<file path="config.mk">
export PLATFORM = sky130hd
export DESIGN_NAME = uart_rx_bit_sampler
export DESIGN_NICKNAME = d
export VERILOG_FILES = /design/src/rtl/uart_rx_pkg.sv /design/src/rtl/uart_rx_sync2.sv /design/src/rtl/uart_rx_bit_sampler.sv
export SDC_FILE = /design/constraint.sdc
export NUM_CORES = 1
export LEC_CHECK = 0
export ABC_AREA = 0
export CAP_MARGIN = 20
export CORE_UTILIZATION = 50
export CTS_CLUSTER_SIZE = 12
export DETAILED_ROUTE_END_ITERATION = 6
export PLACE_DENSITY = 0.78
export SYNTH_ARGS = -nofsm -noshare
export SYNTH_HDL_FRONTEND = slang
export SYNTH_SLANG_ARGS = --single-unit
</file>
<file path="constraint.sdc">
create_clock -name clk -period 3.2 [get_ports clk]
set_clock_uncertainty 0.1 [all_clocks]
set_input_delay 0.32 -clock clk [delete_from_list [all_inputs] [get_ports clk]]
set_output_delay 0.32 -clock clk [all_outputs]
set_load 0.02 [all_outputs]
</file>
<file path="src/rtl/uart_rx_pkg.sv">
// Shared types, sizes and helpers for the UART receive front end.
package uart_rx_pkg;

  localparam int PRESCALE_W   = 6;
  localparam int DATA_BITS    = 8;
  localparam int BIT_IDX_W    = 4;
  localparam int MIN_PRESCALE = 4;

  typedef enum logic [1:0] {
    ST_IDLE  = 2'd0,
    ST_START = 2'd1,
    ST_DATA  = 2'd2,
    ST_STOP  = 2'd3
  } rx_state_e;

  function automatic logic majority3(input logic a, input logic b, input logic c);
    return (a & b) | (a & c) | (b & c);
  endfunction

endpackage

</file>
<file path="src/rtl/uart_rx_sync2.sv">
// Two-flop synchronizer for the asynchronous serial line; both stages reset to the idle level.
module uart_rx_sync2 (
  input  logic clk,
  input  logic rst,
  input  logic din,
  output logic dout
);

  logic meta;

  // Synchronizer stages
  always_ff @(posedge clk) begin
    if (rst) begin
      meta <= 1'b1;
      dout <= 1'b1;
    end else begin
      meta <= din;
      dout <= meta;
    end
  end

endmodule

</file>
<file path="src/rtl/uart_rx_bit_sampler.sv">
// UART receive front end: start detection, oversampled bit tracking and
// 2-of-3 midpoint voting, with per-bit strobes and start/stop error status.
module uart_rx_bit_sampler #(
  parameter int PRESCALE_W = uart_rx_pkg::PRESCALE_W,
  parameter int DATA_BITS  = uart_rx_pkg::DATA_BITS
) (
  input  logic                  clk,
  input  logic                  rst,
  input  logic                  rx_in,
  input  logic [PRESCALE_W-1:0] prescale,
  output logic                  sampled_bit,
  output logic                  bit_valid,
  output logic [3:0]            bit_idx,
  output logic                  deser_en,
  output logic                  start_glitch,
  output logic                  frame_done,
  output logic                  stop_err
);

  import uart_rx_pkg::*;

  logic                  rx_s;
  rx_state_e             state, state_next;
  logic [PRESCALE_W-1:0] edge_cnt, edge_next, ps_q, ps_next, mid;
  logic [BIT_IDX_W-1:0]  bit_cnt, bit_next, bit_idx_next;
  logic                  samp_lo, samp_lo_next, samp_mid, samp_mid_next;
  logic                  armed, armed_next;
  logic                  at_vote, at_end, vote;
  logic                  sampled_next, bit_valid_next, glitch_next;
  logic                  done_next, stop_err_next, deser_next;

  uart_rx_sync2 u_sync (
    .clk  (clk),
    .rst  (rst),
    .din  (rx_in),
    .dout (rx_s)
  );

  assign mid     = {1'b0, ps_q[PRESCALE_W-1:1]};
  assign at_vote = (edge_cnt == (mid + PRESCALE_W'(1)));
  assign at_end  = (edge_cnt == (ps_q - PRESCALE_W'(1)));
  assign vote    = majority3(samp_lo, samp_mid, rx_s);

  // State, counters, samples and registered outputs
  always_ff @(posedge clk) begin
    if (rst) begin
      state        <= ST_IDLE;
      edge_cnt     <= PRESCALE_W'(0);
      bit_cnt      <= BIT_IDX_W'(0);
      ps_q         <= PRESCALE_W'(0);
      samp_lo      <= 1'b1;
      samp_mid     <= 1'b1;
      armed        <= 1'b0;
      sampled_bit  <= 1'b1;
      bit_valid    <= 1'b0;
      bit_idx      <= 4'd0;
      deser_en     <= 1'b0;
      start_glitch <= 1'b0;
      frame_done   <= 1'b0;
      stop_err     <= 1'b0;
    end else begin
      state        <= state_next;
      edge_cnt     <= edge_next;
      bit_cnt      <= bit_next;
      ps_q         <= ps_next;
      samp_lo      <= samp_lo_next;
      samp_mid     <= samp_mid_next;
      armed        <= armed_next;
      sampled_bit  <= sampled_next;
      bit_valid    <= bit_valid_next;
      bit_idx      <= bit_idx_next;
      deser_en     <= deser_next;
      start_glitch <= glitch_next;
      frame_done   <= done_next;
      stop_err     <= stop_err_next;
    end
  end

  // Next state, edge/bit counters and sample capture
  always_comb begin
    state_next    = state;
    edge_next     = edge_cnt;
    bit_next      = bit_cnt;
    ps_next       = ps_q;
    armed_next    = armed;
    samp_lo_next  = samp_lo;
    samp_mid_next = samp_mid;
    if ((state != ST_IDLE) && (edge_cnt == (mid - PRESCALE_W'(1)))) begin
      samp_lo_next = rx_s;
    end else begin
      samp_lo_next = samp_lo;
    end
    if ((state != ST_IDLE) && (edge_cnt == mid)) begin
      samp_mid_next = rx_s;
    end else begin
      samp_mid_next = samp_mid;
    end
    case (state)
      ST_IDLE: begin
        edge_next = PRESCALE_W'(0);
        bit_next  = BIT_IDX_W'(0);
        // armed blocks a restart while the line is still low after a framing error
        if (!rx_s && armed && (prescale >= PRESCALE_W'(MIN_PRESCALE))) begin
          state_next = ST_START;
          ps_next    = prescale;
        end else begin
          armed_next = armed | rx_s;
        end
      end
      ST_START: begin
        if (at_vote && vote) begin
          state_next = ST_IDLE;
          edge_next  = PRESCALE_W'(0);
        end else if (at_end) begin
          state_next = ST_DATA;
          edge_next  = PRESCALE_W'(0);
          bit_next   = BIT_IDX_W'(0);
        end else begin
          edge_next = edge_cnt + PRESCALE_W'(1);
        end
      end
      ST_DATA: begin
        if (at_end) begin
          edge_next = PRESCALE_W'(0);
          if (bit_cnt == BIT_IDX_W'(DATA_BITS - 1)) begin
            state_next = ST_STOP;
            bit_next   = BIT_IDX_W'(0);
          end else begin
            bit_next = bit_cnt + BIT_IDX_W'(1);
          end
        end else begin
          edge_next = edge_cnt + PRESCALE_W'(1);
        end
      end
      ST_STOP: begin
        if (at_vote) begin
          state_next = ST_IDLE;
          edge_next  = PRESCALE_W'(0);
          armed_next = vote;
        end else begin
          edge_next = edge_cnt + PRESCALE_W'(1);
        end
      end
      default: begin
        state_next = ST_IDLE;
        edge_next  = PRESCALE_W'(0);
        bit_next   = BIT_IDX_W'(0);
      end
    endcase
  end

  // Output values registered on the next edge
  always_comb begin
    sampled_next   = sampled_bit;
    bit_valid_next = 1'b0;
    bit_idx_next   = bit_idx;
    glitch_next    = 1'b0;
    done_next      = 1'b0;
    stop_err_next  = stop_err;
    deser_next     = (state_next == ST_DATA);
    case (state)
      ST_START: begin
        if (at_vote && vote) begin
          glitch_next = 1'b1;
        end else begin
          glitch_next = 1'b0;
        end
      end
      ST_DATA: begin
        if (at_vote) begin
          sampled_next   = vote;
          bit_valid_next = 1'b1;
          bit_idx_next   = bit_cnt;
        end else begin
          bit_valid_next = 1'b0;
        end
      end
      ST_STOP: begin
        if (at_vote) begin
          sampled_next   = vote;
          bit_valid_next = 1'b1;
          done_next      = 1'b1;
          stop_err_next  = ~vote;
        end else begin
          done_next = 1'b0;
        end
      end
      default: begin
        glitch_next = 1'b0;
      end
    endcase
  end

endmodule

</file>
==> metrics.md, run 1 <==
| Metric | Value |
|---|---|
| Detailed-router iteration count before antenna repair | 4 |
| Layout Utilization | 59.40% |
| Synthesized instance count | 220 |
| Number of max-cap violations | 0 |
| Setup violation total in the final timing report | 0 |
| Core ar. | 3661 um^2 |
| Max clock buf depth | 2 |
| Routed vias | 1,611 |
| Classification of the worst-slack hold path | reg -> reg |
| Capturing element of the worst setup path | bit_cnt[0] |
| Largest net degree at the start of global routing | 19 |
| Dpl hpwl | 2.929 mm |
| Post-synth net total | 235 |
| CTS H-tree lvls | 2 |
| Sw Pwr | 186.3 uW |
| Nature of the critical path startpoint | flop |
| Outcome | completed |
| Reported leakage power | 0.7423 nW |
| Total of fill cells in the finished design | 329 |
| Crit. End Element | flop |
| Instance count on the critical path | 8 |
| Master of the slowest instance on the critical path | sky130_fd_sc_hd__dfxtp_1 |
| Worst path setup slack after routing | 461.7 ps |
| Final number of max-transition violations | 0 |
| Row count | 22 |
| First-pass GRT wire length | 6.817 mm |
| Total I/O pin count | 19 |
| Summed instance area of the synthesized netlist | 1896 um^2 |
| Syn Area/Cell | 8.616 um^2 |
| Clock transition at path regs | 70 ps |
| Clock network power share | 45.3% |
| Total congestion overflow after global routing | 0 |
| Slew Limit Headroom | 43.52% |
| Part of the total power dissipated in combinational logic | 6.8% |
| Placed instance count | 272 |
| Combined global-route utilization of all metal layers | 21.69% |
| Number of hold-slack violations in the final timing report | 0 |
| CTS tree | done |
| Placed inst area | 2058 um^2 |
| Maximum fanout along the worst path | 11 |
| Clock root buffer master | sky130_fd_sc_hd__clkbuf_8 |
| Initial antenna violation count | 0 |
| Sequential Power Share | 47.8% |
| Register area share after synthesis | 34.85% |
| Startpoint of the worst setup timing path | ps_q[2] |
| Synthesis-to-layout area growth | 14.72% |
| Per-cell routed wire length | 14.32 um |
| CP required | 3280 ps |
| Synth Flop Type | sky130_fd_sc_hd__dfxtp_1 |
| Die extent in y | 63.57 um |
| Layout net count | 246 |
| Setup total negative slack | 0 ps |
| Clk Latency, worst-skew pair | 290 ps |
| Synthesized flop and latch total | 33 |
| Number of setup buffers added after CTS | 0 |
| Worst EP arrival | 2810 ps |
| Worst hold-check slack | 323.6 ps |
| Count of unique library cells instantiated by Yosys | 52 |
| Total clock buffers created by CTS | 5 |
| Residual DRC count | 0 |
| Post-layout min period | 2738 ps |
| Post-placement worst setup slack | 523.4 ps |
| X dimension of the die | 63.57 um |
| Share of synthesized flip-flops with an asynchronous set or reset | 0% |
| Number of gates resized after CTS | 0 |
| Largest stage delay on the critical path | 550 ps |
| Setup slack, reg-to-reg | 460 ps |
| Area contributors post-synth | sky130_fd_sc_hd__dfxtp_1 35%, sky130_fd_sc_hd__xnor2_1 6.0%, sky130_fd_sc_hd__mux2i_1 4.8%, sky130_fd_sc_hd__nor2_1 4.2%, sky130_fd_sc_hd__xor2_1 4.2% |
| RSZ-0062 raised after global routing | no |
| Crit Reg-Reg Startpoint | ps_q[2] |
| Category of cells accounting for the largest share of critical-path delay | compound AO/OA/AOI/OAI gates |
| Effective utilization at floorplan | 51.78% |
| Post-CTS Hold Buffers | 0 |
| Vias per inst | 5.754 |
| Start-to-end type of the worst setup path | reg -> reg |
| Switching share of power | 21.08% |
| DIE AREA | 4041 um^2 |
| Count of antenna-violating nets left after detailed routing | 0 |
| End of the worst register-to-register path | bit_cnt[0] |
| VDD IR-drop max | 233.1 uV |
| Combined buffer and inverter count along the critical path | 1 |
| Internal power consumption | 697.5 uW |
| Antenna fix cells | 0 |
| Synthesis warning total | 0 |
| Final design area excluding fillers | 2175 um^2 |
| Total power | 883.9 uW |
| RePlAce Congestion | 0.8724 |
| Final WL | 4.009 mm |
| Crit path cell chain | inv_1 -> ha_1 -> a21boi_2 -> xnor2_1 -> o2111ai_1 -> or2_1 -> o31a_1 -> a211o_1 |
| Quantity of I/O buffers inserted on ports | 18 |
| Non-Filler Instances | 280 |
| Number of global-route vias before repair | 1,484 |
| Number of flops mapped to enable cells by yosys | 0 |
| Measured slew at the worst slew-check pin | 835.5 ps |
| Share of layout cells above drive strength 1 | 6.466% |
| Library cell occupying the most area in the post-synthesis netlist | sky130_fd_sc_hd__dfxtp_1 |
| PwrDens | 406.5 nW/um^2 |
| Fmax | 0.3652 GHz |
| CTS Sinks | 33 |
| Register-to-Register Path Depth | 8 |
| Iteration-0 DRC Markers | 106 |
| Synth top area share | 34.85% |
| Final cycle utilization of the critical path | 85.57% |
## placed cells by master, fill, tap and decap left out, types with 3 or more instances in the layout
| cell type | n |
|---|---|
| sky130_fd_sc_hd__a21oi_1 | 14 |
| sky130_fd_sc_hd__a31oi_1 | 3 |
| sky130_fd_sc_hd__clkbuf_8 | 6 |
| sky130_fd_sc_hd__clkdlybuf4s50_1 | 18 |
| sky130_fd_sc_hd__dfxtp_1 | 33 |
| sky130_fd_sc_hd__ha_1 | 6 |
| sky130_fd_sc_hd__inv_1 | 6 |
| sky130_fd_sc_hd__mux2i_1 | 9 |
| sky130_fd_sc_hd__nand2_1 | 12 |
| sky130_fd_sc_hd__nand3_1 | 8 |
| sky130_fd_sc_hd__nand4_1 | 3 |
| sky130_fd_sc_hd__nor2_1 | 21 |
| sky130_fd_sc_hd__nor2b_1 | 3 |
| sky130_fd_sc_hd__nor3_1 | 10 |
| sky130_fd_sc_hd__nor4_1 | 4 |
| sky130_fd_sc_hd__o211ai_1 | 4 |
| sky130_fd_sc_hd__o21ai_0 | 7 |
| sky130_fd_sc_hd__xnor2_1 | 13 |
| sky130_fd_sc_hd__xor2_1 | 9 |
## state kept, by name, summed over array words and instances (netlist names)
signal / flops
u_sync.dout: 1
stop_err: 1
state: 2
samp_lo: 1
armed: 1
ps_q: 6
u_sync.meta: 1
bit_idx: 4
sampled_bit: 1
frame_done: 1
bit_valid: 1
bit_cnt: 4
samp_mid: 1
edge_cnt: 6
start_glitch: 1
deser_en: 1
## layer usage
metal	vias to the layer above	routed length [um]	GRT usage (%)
met2	45	1833	35.51
li1	810	-	-
met3	10	145	4.348
met1	746	1961	28.10
met4	0	68	7.386
met5	-	0	0
## kinds of logic (layout without fill, tap and decap cells)
logic type	count (synthesis)	in the layout	share of synthesized area (%)
and+or+nand+nor	80	80	21.85
AOI/OAI and AO/OA	49	49	18.75
DFF	33	33	34.85
xor gates and xnor gates	22	22	10.17
buffers and inverters	21	33	5.676
muxes	9	9	4.753
adders and majority gates	6	6	3.960
## Yosys cell counts (all sizes together) (3+ instances only)
cell type / count
a21oi: 14
a22oi: 3
a31oi: 3
buf: 9
clkbuf: 6
dfxtp: 33
ha: 6
inv: 6
mux2i: 9
nand2: 12
nand3: 8
nand4: 3
nor2: 21
nor2b: 3
nor3: 11
nor4: 4
o211ai: 5
o21ai: 7
or2: 4
xnor2: 13
xor2: 9
## layout make-up
type / instances / area, um^2 / share of cell area, %
Clock buffer: 7 / 86.33 / 3.970
Clock inverter: 1 / 30.03 / 1.381
Tap cell: 48 / 60.06 / 2.762
Sequential cell: 33 / 660.6 / 30.38
Timing Repair Buffer: 19 / 187.7 / 8.631
Inverter: 6 / 22.52 / 1.036
Multi-Input combinational cell: 166 / 1127 / 51.84
## power by group through the flow
stage                     registers, mW  clock network (mW)  logic (mW)
after detailed placement          0.432                   0      0.0595
after floorplan                   0.427                   0      0.0435
after global routing              0.423               0.423      0.0665
after CTS                         0.423               0.407      0.0601
final                             0.423               0.401      0.0604
after global placement            0.432                   0      0.0586
## how the worst min path moves through the flow
stage | start | to | slack [ps] | cells after the start
finish | u_sync.meta | u_sync.dout | 320 | 1
global route | u_sync.meta | u_sync.dout | 360 | 1
CTS | u_sync.meta | u_sync.dout | 340 | 1
detailed placement | u_sync.meta | u_sync.dout | 320 | 1
global placement | u_sync.meta | u_sync.dout | 310 | 1
floorplan | u_sync.meta | u_sync.dout | 290 | 1
Note: power is estimated with default switching activity, not from simulation.
==> inputs of run 2 (changes only) <==
--- a/config.mk
+++ b/config.mk
@@ -10,6 +10,7 @@
 export CORE_UTILIZATION = 50
 export CTS_CLUSTER_SIZE = 12
 export DETAILED_ROUTE_END_ITERATION = 6
+export GPL_TIMING_DRIVEN = 0
 export PLACE_DENSITY = 0.78
 export SYNTH_ARGS = -nofsm -noshare
 export SYNTH_HDL_FRONTEND = slang
==> run 2 against run 1 <==
Against the previous run: wire length fell by 1.6%; worst setup slack better by 42 ps; sequential share of layout area fell by 0.48 points; final area is 1.6% higher; cell count is 4.3% higher; die area did not move; fmax grew 1.6%; sequential power shrank 0.9%; hold slack got worse by 10 ps; combinational power grew 8.4%; largest cell class unchanged.
==> metrics.md, run 2 (synthesized netlist as in run 1, its figures left out) <==
| Metric | Value |
|---|---|
| Final design area excluding fillers | 2210 um^2 (was 2175 um^2) |
| Number of hold-slack violations in the final timing report | 0 (unchanged) |
| Routed length on met3 | 191 um (was 145 um) |
| Total clock buffers created by CTS | 5 (unchanged) |
| Placed instance count | 286 (was 272) |
| X dimension of the die | 63.57 um (unchanged) |
| Die extent in y | 63.57 um (unchanged) |
| Post-layout min period | 2696 ps (was 2738 ps) |
| Combined global-route utilization of all metal layers | 22.24% (was 21.69%) |
| Slew Limit Headroom | 44.99% (was 43.52%) |
| Layout Utilization | 60.36% (was 59.40%) |
| Crit Reg-Reg Startpoint | ps_q[1] (was ps_q[2]) |
| Worst path setup slack after routing | 503.9 ps (was 461.7 ps) |
| Synthesis-to-layout area growth | 16.57% (was 14.72%) |
| Cell count of the worst hold path | 1 (unchanged) |
| Final cycle utilization of the critical path | 84.25% (was 85.57%) |
| Dpl hpwl | 2.951 mm (was 2.929 mm) |
| Final number of max-transition violations | 0 (unchanged) |
| Count of antenna-violating nets left after detailed routing | 0 (unchanged) |
| Master of the slowest instance on the critical path | sky130_fd_sc_hd__dfxtp_1 (unchanged) |
| Nature of the critical path startpoint | flop (unchanged) |
| Final WL | 3.946 mm (was 4.009 mm) |
| Measured slew at the worst slew-check pin | 813.8 ps (was 835.5 ps) |
| Per-cell routed wire length | 13.51 um (was 14.32 um) |
| Fmax | 0.3709 GHz (was 0.3652 GHz) |
| Number of setup buffers added after CTS | 0 (unchanged) |
| Residual DRC count | 0 (unchanged) |
| Clk Latency, worst-skew pair | 290 ps (about the same) |
| Initial antenna violation count | 0 (unchanged) |
| End of the worst register-to-register path | bit_cnt[3] (was bit_cnt[0]) |
| Core ar. | 3661 um^2 (unchanged) |
| Top routing layer used | met4 (unchanged) |
| Setup total negative slack | 0 ps (unchanged) |
| CTS tree | done (unchanged) |
| PwrDens | 349.1 nW/um^2 (was 406.5 nW/um^2) |
| Crit. End Element | flop (unchanged) |
| Total of fill cells in the finished design | 329 (unchanged) |
| VDD IR-drop max | 270.7 uV (was 233.1 uV) |
| Number of gates resized after CTS | 0 (unchanged) |
| Max clock buf depth | 2 (unchanged) |
| Clock root buffer master | sky130_fd_sc_hd__clkbuf_8 (unchanged) |
| Worst Hold Endpoint | u_sync.dout (unchanged) |
| Register-to-Register Path Depth | 10 (was 8) |
| Iteration-0 DRC Markers | 69 (was 106) |
| Placed inst area | 2136 um^2 (was 2058 um^2) |
| Detailed-router iteration count before antenna repair | 4 (unchanged) |
| Quantity of I/O buffers inserted on ports | 18 (unchanged) |
| Most common cell after layout, fill and taps aside | sky130_fd_sc_hd__dfxtp_1 (unchanged) |
| First-pass GRT wire length | 6.989 mm (was 6.817 mm) |
| Reported leakage power | 0.7736 nW (was 0.7423 nW) |
| Total I/O pin count | 19 (unchanged) |
| Post-placement worst setup slack | 512.7 ps (was 523.4 ps) |
| Clock transition at path regs | 60 ps (was 70 ps) |
| Effective utilization at floorplan | 51.78% (unchanged) |
| Met1 Wirelength | 1.960 mm (was 1.961 mm) |
| Total congestion overflow after global routing | 0 (unchanged) |
| Start point of the worst min-delay path | u_sync.meta (unchanged) |
| Classification of the worst-slack hold path | reg -> reg (unchanged) |
| Share of layout cells above drive strength 1 | 9.016% (was 6.466%) |
| Maximum fanout along the worst path | 10 (was 11) |
| Worst EP arrival | 2780 ps (was 2810 ps) |
| Category of cells accounting for the largest share of critical-path delay | compound AO/OA/AOI/OAI gates (unchanged) |
| Non-Filler Instances | 292 (was 280) |
| CTS Sinks | 33 (unchanged) |
| CP required | 3280 ps (about the same) |
| Row count | 22 (unchanged) |
| Commonest cells after routing, fill and taps aside | 33 x sky130_fd_sc_hd__dfxtp_1, 21 x sky130_fd_sc_hd__nor2_1, 18 x sky130_fd_sc_hd__clkdlybuf4s50_1, 14 x sky130_fd_sc_hd__a21oi_1, 13 x sky130_fd_sc_hd__xnor2_1 (unchanged) |
| Start-to-end type of the worst setup path | reg -> reg (unchanged) |
| Antenna fix cells | 0 (unchanged) |
| Setup slack, reg-to-reg | 500 ps (was 460 ps) |
| Outcome | completed (unchanged) |
| DIE AREA | 4041 um^2 (unchanged) |
| Layout net count | 260 (was 246) |
| Combined buffer and inverter count along the critical path | 3 (was 1) |
| Biggest regs | edge_cnt (6), ps_q (6) (unchanged) |
| CTS H-tree lvls | 2 (unchanged) |
| Vias per inst | 5.733 (was 5.754) |
| RePlAce Congestion | 0.9140 (was 0.8724) |
| Largest net degree at the start of global routing | 11 (was 19) |
| Largest stage delay on the critical path | 310 ps (was 550 ps) |
| RSZ-0062 raised after global routing | no (unchanged) |
| Post-CTS Hold Buffers | 0 (unchanged) |
| Number of max-cap violations | 0 (unchanged) |
| Total length of routed met2 wires | 1.734 mm (was 1.833 mm) |
| Setup violation total in the final timing report | 0 (unchanged) |
| Number of global-route vias before repair | 1,521 (was 1,484) |
| Crit path cell chain | buf_2 -> inv_1 -> ha_1 -> a21boi_2 -> and3_1 -> o2111ai_1 -> or2_1 -> buf_6 -> o31a_1 -> a211o_1 (was inv_1 -> ha_1 -> a21boi_2 -> xnor2_1 -> o2111ai_1 -> or2_1 -> o31a_1 -> a211o_1) |
| Routed vias | 1,674 (was 1,611) |
## run 2: cell count changes in the layout (fill, tap and decap cells not counted), sizes merged
| cell | before | now |
|---|---|---|
| clkinv | 0 | 1 |
| clkbuf | 7 | 11 |
| buf | 1 | 9 |
| bufinv | 1 | 0 |
## run 2: worst reg2reg max path, stage by stage, from the launching register on
cell	delay [ps]
sky130_fd_sc_hd__dfxtp_1	310
sky130_fd_sc_hd__buf_2	160
sky130_fd_sc_hd__inv_1	110
sky130_fd_sc_hd__ha_1	280
sky130_fd_sc_hd__a21boi_2	240
sky130_fd_sc_hd__and3_1	170
sky130_fd_sc_hd__o2111ai_1	170
sky130_fd_sc_hd__or2_1	280
sky130_fd_sc_hd__buf_6	140
sky130_fd_sc_hd__o31a_1	310
sky130_fd_sc_hd__a211o_1	300
## run 2: layer usage
metal | track usage (%) | vias up
li1 | - | 840
met1 | 28.34 | 782
met2 | 34.84 | 44
met3 | 5.797 | 8
met4 | 9.943 | 0
met5 | 0 | -
## run 2: per-stage QoR
step                hold WS, ps  total power, mW
global placement          294.7           0.4914
finish                    313.2           0.7713
CTS                       318.5           0.7743
detailed placement        300.1           0.4928
global route              348.4           0.8032
floorplan                 289.5           0.4705
## run 2: layout make-up
type	instances	area, um^2	area share, %
buffer	15	85.08	3.851
clock buffer	5	68.82	3.114
clock inverter	1	5.005	0.2265
tap	48	60.06	2.718
inverter	6	22.52	1.019
multi-input combinational	166	1127	51.02
sequential	33	660.6	29.90
timing repair buffer	18	180.2	8.154
## run 2: how the worst max path moves through the flow
stage / to / from / cells after the start / slack (ps)
after CTS: bit_cnt[3] / ps_q[1] / 10 / 510
after global placement: bit_cnt[3] / ps_q[1] / 10 / 580
after detailed placement: bit_cnt[3] / ps_q[1] / 10 / 510
after global routing: bit_cnt[0] / ps_q[1] / 10 / 330
after floorplan: bit_cnt[0] / ps_q[1] / 10 / 790
final: bit_cnt[3] / ps_q[1] / 10 / 500
## run 2: power by group
part	total, mW	switching [mW]	internal, mW	leakage (nW)
clock	0.287	0.144	0.143	0.0399
combinational	0.0655	0.0354	0.0301	0.467
sequential	0.419	0.00349	0.415	0.267
total	0.771	0.183	0.588	0.774
==> inputs of run 3 (changes only) <==
==> constraint.sdc (replaced) <==
create_clock -name clk -period 2.55 [get_ports clk]
set_clock_uncertainty 0.1 [all_clocks]
set_input_delay 0.255 -clock clk [delete_from_list [all_inputs] [get_ports clk]]
set_output_delay 0.255 -clock clk [all_outputs]
set_load 0.02 [all_outputs]
==> run 3 against run 2 <==
Against the previous run: die area unchanged; global-route usage rose by 0.11 points; wire length increased by 2.9%; critical path type unchanged.
==> metrics.md, run 3 (synthesized netlist as in run 1, its figures left out) <==
| Metric | Value |
|---|---|
| Outcome | completed (unchanged) |
| CP required | 2630 ps (was 3280 ps) |
| Vias per inst | 5.731 (was 5.733) |
| Clk Latency, worst-skew pair | 290 ps (about the same) |
| Start-to-end type of the worst setup path | reg -> reg (unchanged) |
| Count of antenna-violating nets left after detailed routing | 0 (unchanged) |
| Nature of the critical path startpoint | flop (unchanged) |
| Routed vias | 1,685 (was 1,674) |
| Non-Filler Instances | 294 (was 292) |
| Final cycle utilization of the critical path | 96.71% (was 84.25%) |
| Clock transition at path regs | 60 ps (about the same) |
| Biggest regs | edge_cnt (6), ps_q (6) (unchanged) |
| First-pass GRT wire length | 7.031 mm (was 6.989 mm) |
| RePlAce Congestion | 0.9140 (unchanged) |
| PwrDens | 423.9 nW/um^2 (was 349.1 nW/um^2) |
| Combined global-route utilization of all metal layers | 22.35% (was 22.24%) |
| Final WL | 4.062 mm (was 3.946 mm) |
| Max clock buf depth | 2 (unchanged) |
| Layout net count | 262 (was 260) |
| Post-CTS Hold Buffers | 0 (unchanged) |
| Worst EP arrival | 2550 ps (was 2780 ps) |
| Number of hold-slack violations in the final timing report | 0 (unchanged) |
| Number of max-cap violations | 0 (unchanged) |
| Post-layout min period | 2466 ps (was 2696 ps) |
| Startpoint of the worst setup timing path | ps_q[1] (unchanged) |
| CTS Sinks | 33 (unchanged) |
| Clock root buffer master | sky130_fd_sc_hd__clkbuf_8 (unchanged) |
| Antenna fix cells | 0 (unchanged) |
| Final number of max-transition violations | 0 (unchanged) |
| Largest net degree at the start of global routing | 11 (unchanged) |
| Measured slew at the worst slew-check pin | 784.7 ps (was 813.8 ps) |
| Residual DRC count | 0 (unchanged) |
| DIE AREA | 4041 um^2 (unchanged) |
| Quantity of I/O buffers inserted on ports | 18 (unchanged) |
| Maximum fanout along the worst path | 10 (unchanged) |
| Row count | 22 (unchanged) |
| CTS H-tree lvls | 2 (unchanged) |
| Fmax | 0.4055 GHz (was 0.3709 GHz) |
| Classification of the worst-slack hold path | reg -> reg (unchanged) |
| Slew Limit Headroom | 46.95% (was 44.99%) |
| Synthesis-to-layout area growth | 21.65% (was 16.57%) |
| Crit Reg-Reg Startpoint | ps_q[1] (unchanged) |
| Effective utilization at floorplan | 51.78% (unchanged) |
| Most common cell after layout, fill and taps aside | sky130_fd_sc_hd__dfxtp_1 (unchanged) |
| Core ar. | 3661 um^2 (unchanged) |
| Start point of the worst min-delay path | u_sync.meta (unchanged) |
| Iteration-0 DRC Markers | 73 (was 69) |
| Dpl hpwl | 2.951 mm (unchanged) |
| Final design area excluding fillers | 2306 um^2 (was 2210 um^2) |
| Placed inst area | 2136 um^2 (unchanged) |
| Total congestion overflow after global routing | 0 (unchanged) |
| Reported leakage power | 0.8012 nW (was 0.7736 nW) |
| Per-cell routed wire length | 13.82 um (was 13.51 um) |
| Commonest cells after routing, fill and taps aside | 31 x sky130_fd_sc_hd__dfxtp_1, 21 x sky130_fd_sc_hd__nor2_1, 18 x sky130_fd_sc_hd__clkdlybuf4s50_1, 14 x sky130_fd_sc_hd__a21oi_1 (was 33 x sky130_fd_sc_hd__dfxtp_1, 21 x sky130_fd_sc_hd__nor2_1, 18 x sky130_fd_sc_hd__clkdlybuf4s50_1, 14 x sky130_fd_sc_hd__a21oi_1, 13 x sky130_fd_sc_hd__xnor2_1) |
| Crit. End Element | flop (unchanged) |
| Total clock buffers created by CTS | 5 (unchanged) |
| Total I/O pin count | 19 (unchanged) |
| CTS tree | done (unchanged) |
| X dimension of the die | 63.57 um (unchanged) |
| Share of layout cells above drive strength 1 | 13.82% (was 9.016%) |
| Die extent in y | 63.57 um (unchanged) |
| Detailed-router iteration count before antenna repair | 4 (unchanged) |
| Initial antenna violation count | 0 (unchanged) |
| Setup violation total in the final timing report | 0 (unchanged) |
| VDD IR-drop max | 340.0 uV (was 270.7 uV) |
| Placed instance count | 286 (unchanged) |
| Number of global-route vias before repair | 1,529 (was 1,521) |
| Total of fill cells in the finished design | 318 (was 329) |
==> run 3: cell count changes in the layout (fill, tap and decap cells not counted), moves of 2 or more <==
cell                      previous run  this run
sky130_fd_sc_hd__buf_6               2         4
sky130_fd_sc_hd__dfxtp_1            33        31
sky130_fd_sc_hd__dfxtp_2             0         2
sky130_fd_sc_hd__ha_1                6         3
sky130_fd_sc_hd__ha_4                0         3
sky130_fd_sc_hd__inv_1               6         4
==> run 3: final cells by class <==
type	count	area (um^2)	area share, %
inverter	6	25.02	1.085
sequential	33	663.1	28.76
timing repair buffer	20	195.2	8.464
multi-input combinational	166	1194	51.76
tap	48	60.06	2.604
clock inverter	1	5.005	0.2170
buffer	15	95.09	4.124
clock buffer	5	68.82	2.984
==> run 3: where the power goes <==
group	internal, mW	switching, mW
clock	0.179	0.182
sequential	0.521	0.00467
combinational	0.0428	0.0479
total	0.743	0.234
==> run 3: metrics by stage <==
step                hold slack [ps]  util (%)  TNS (ps)  setup slack (ps)  power (mW)
global placement              294.7     58.34    -142.4            -71.26      0.6167
global route                  348.4     62.99    -5.375            -5.023       1.017
floorplan                     258.8         -         0             135.6      0.5904
CTS                           318.5     61.00         0             5.285      0.9740
finish                        313.4     62.99         0             83.99      0.9775
detailed placement            300.1     58.34    -320.3            -137.3      0.6184
==> run 3: worst paths after layout <==
check	depth (start not counted)	endpoint	slack (ps)
max reg2reg	10	bit_cnt[3]	80
max	10	bit_cnt[3]	80
min reg2reg	1	u_sync.dout	310
min	1	u_sync.dout	310
==> run 3: per-layer routing <==
layer / up-vias / global-route usage (%) / wire length (um)
met1: 789 / 28.45 / 2022
met4: 0 / 9.943 / 60
met2: 43 / 35.11 / 1798
met5: - / 0 / 0
met3: 8 / 5.797 / 181
li1: 845 / - / -
==> run 3: timing repair <==
| action | 4_1_cts | 5_1_grt |
|---|---|---|
| endpoints found under the setup margin | 10 | 17 |
| buffers inserted | 0 | 2 |
| pin swaps | 0 | 7 |
| gates cloned | 0 | 0 |
| resized for setup | 6 | 11 |
==> run 3: critical path, stage by stage, from the launching register on <==
cell	delay, ps
sky130_fd_sc_hd__dfxtp_2	330
sky130_fd_sc_hd__buf_6	130
sky130_fd_sc_hd__inv_4	60
sky130_fd_sc_hd__ha_4	170
sky130_fd_sc_hd__o21ba_1	170
sky130_fd_sc_hd__a221oi_2	280
sky130_fd_sc_hd__a41oi_2	90
sky130_fd_sc_hd__or2_1	270
sky130_fd_sc_hd__buf_6	140
sky130_fd_sc_hd__o31a_1	310
sky130_fd_sc_hd__a211o_1	300
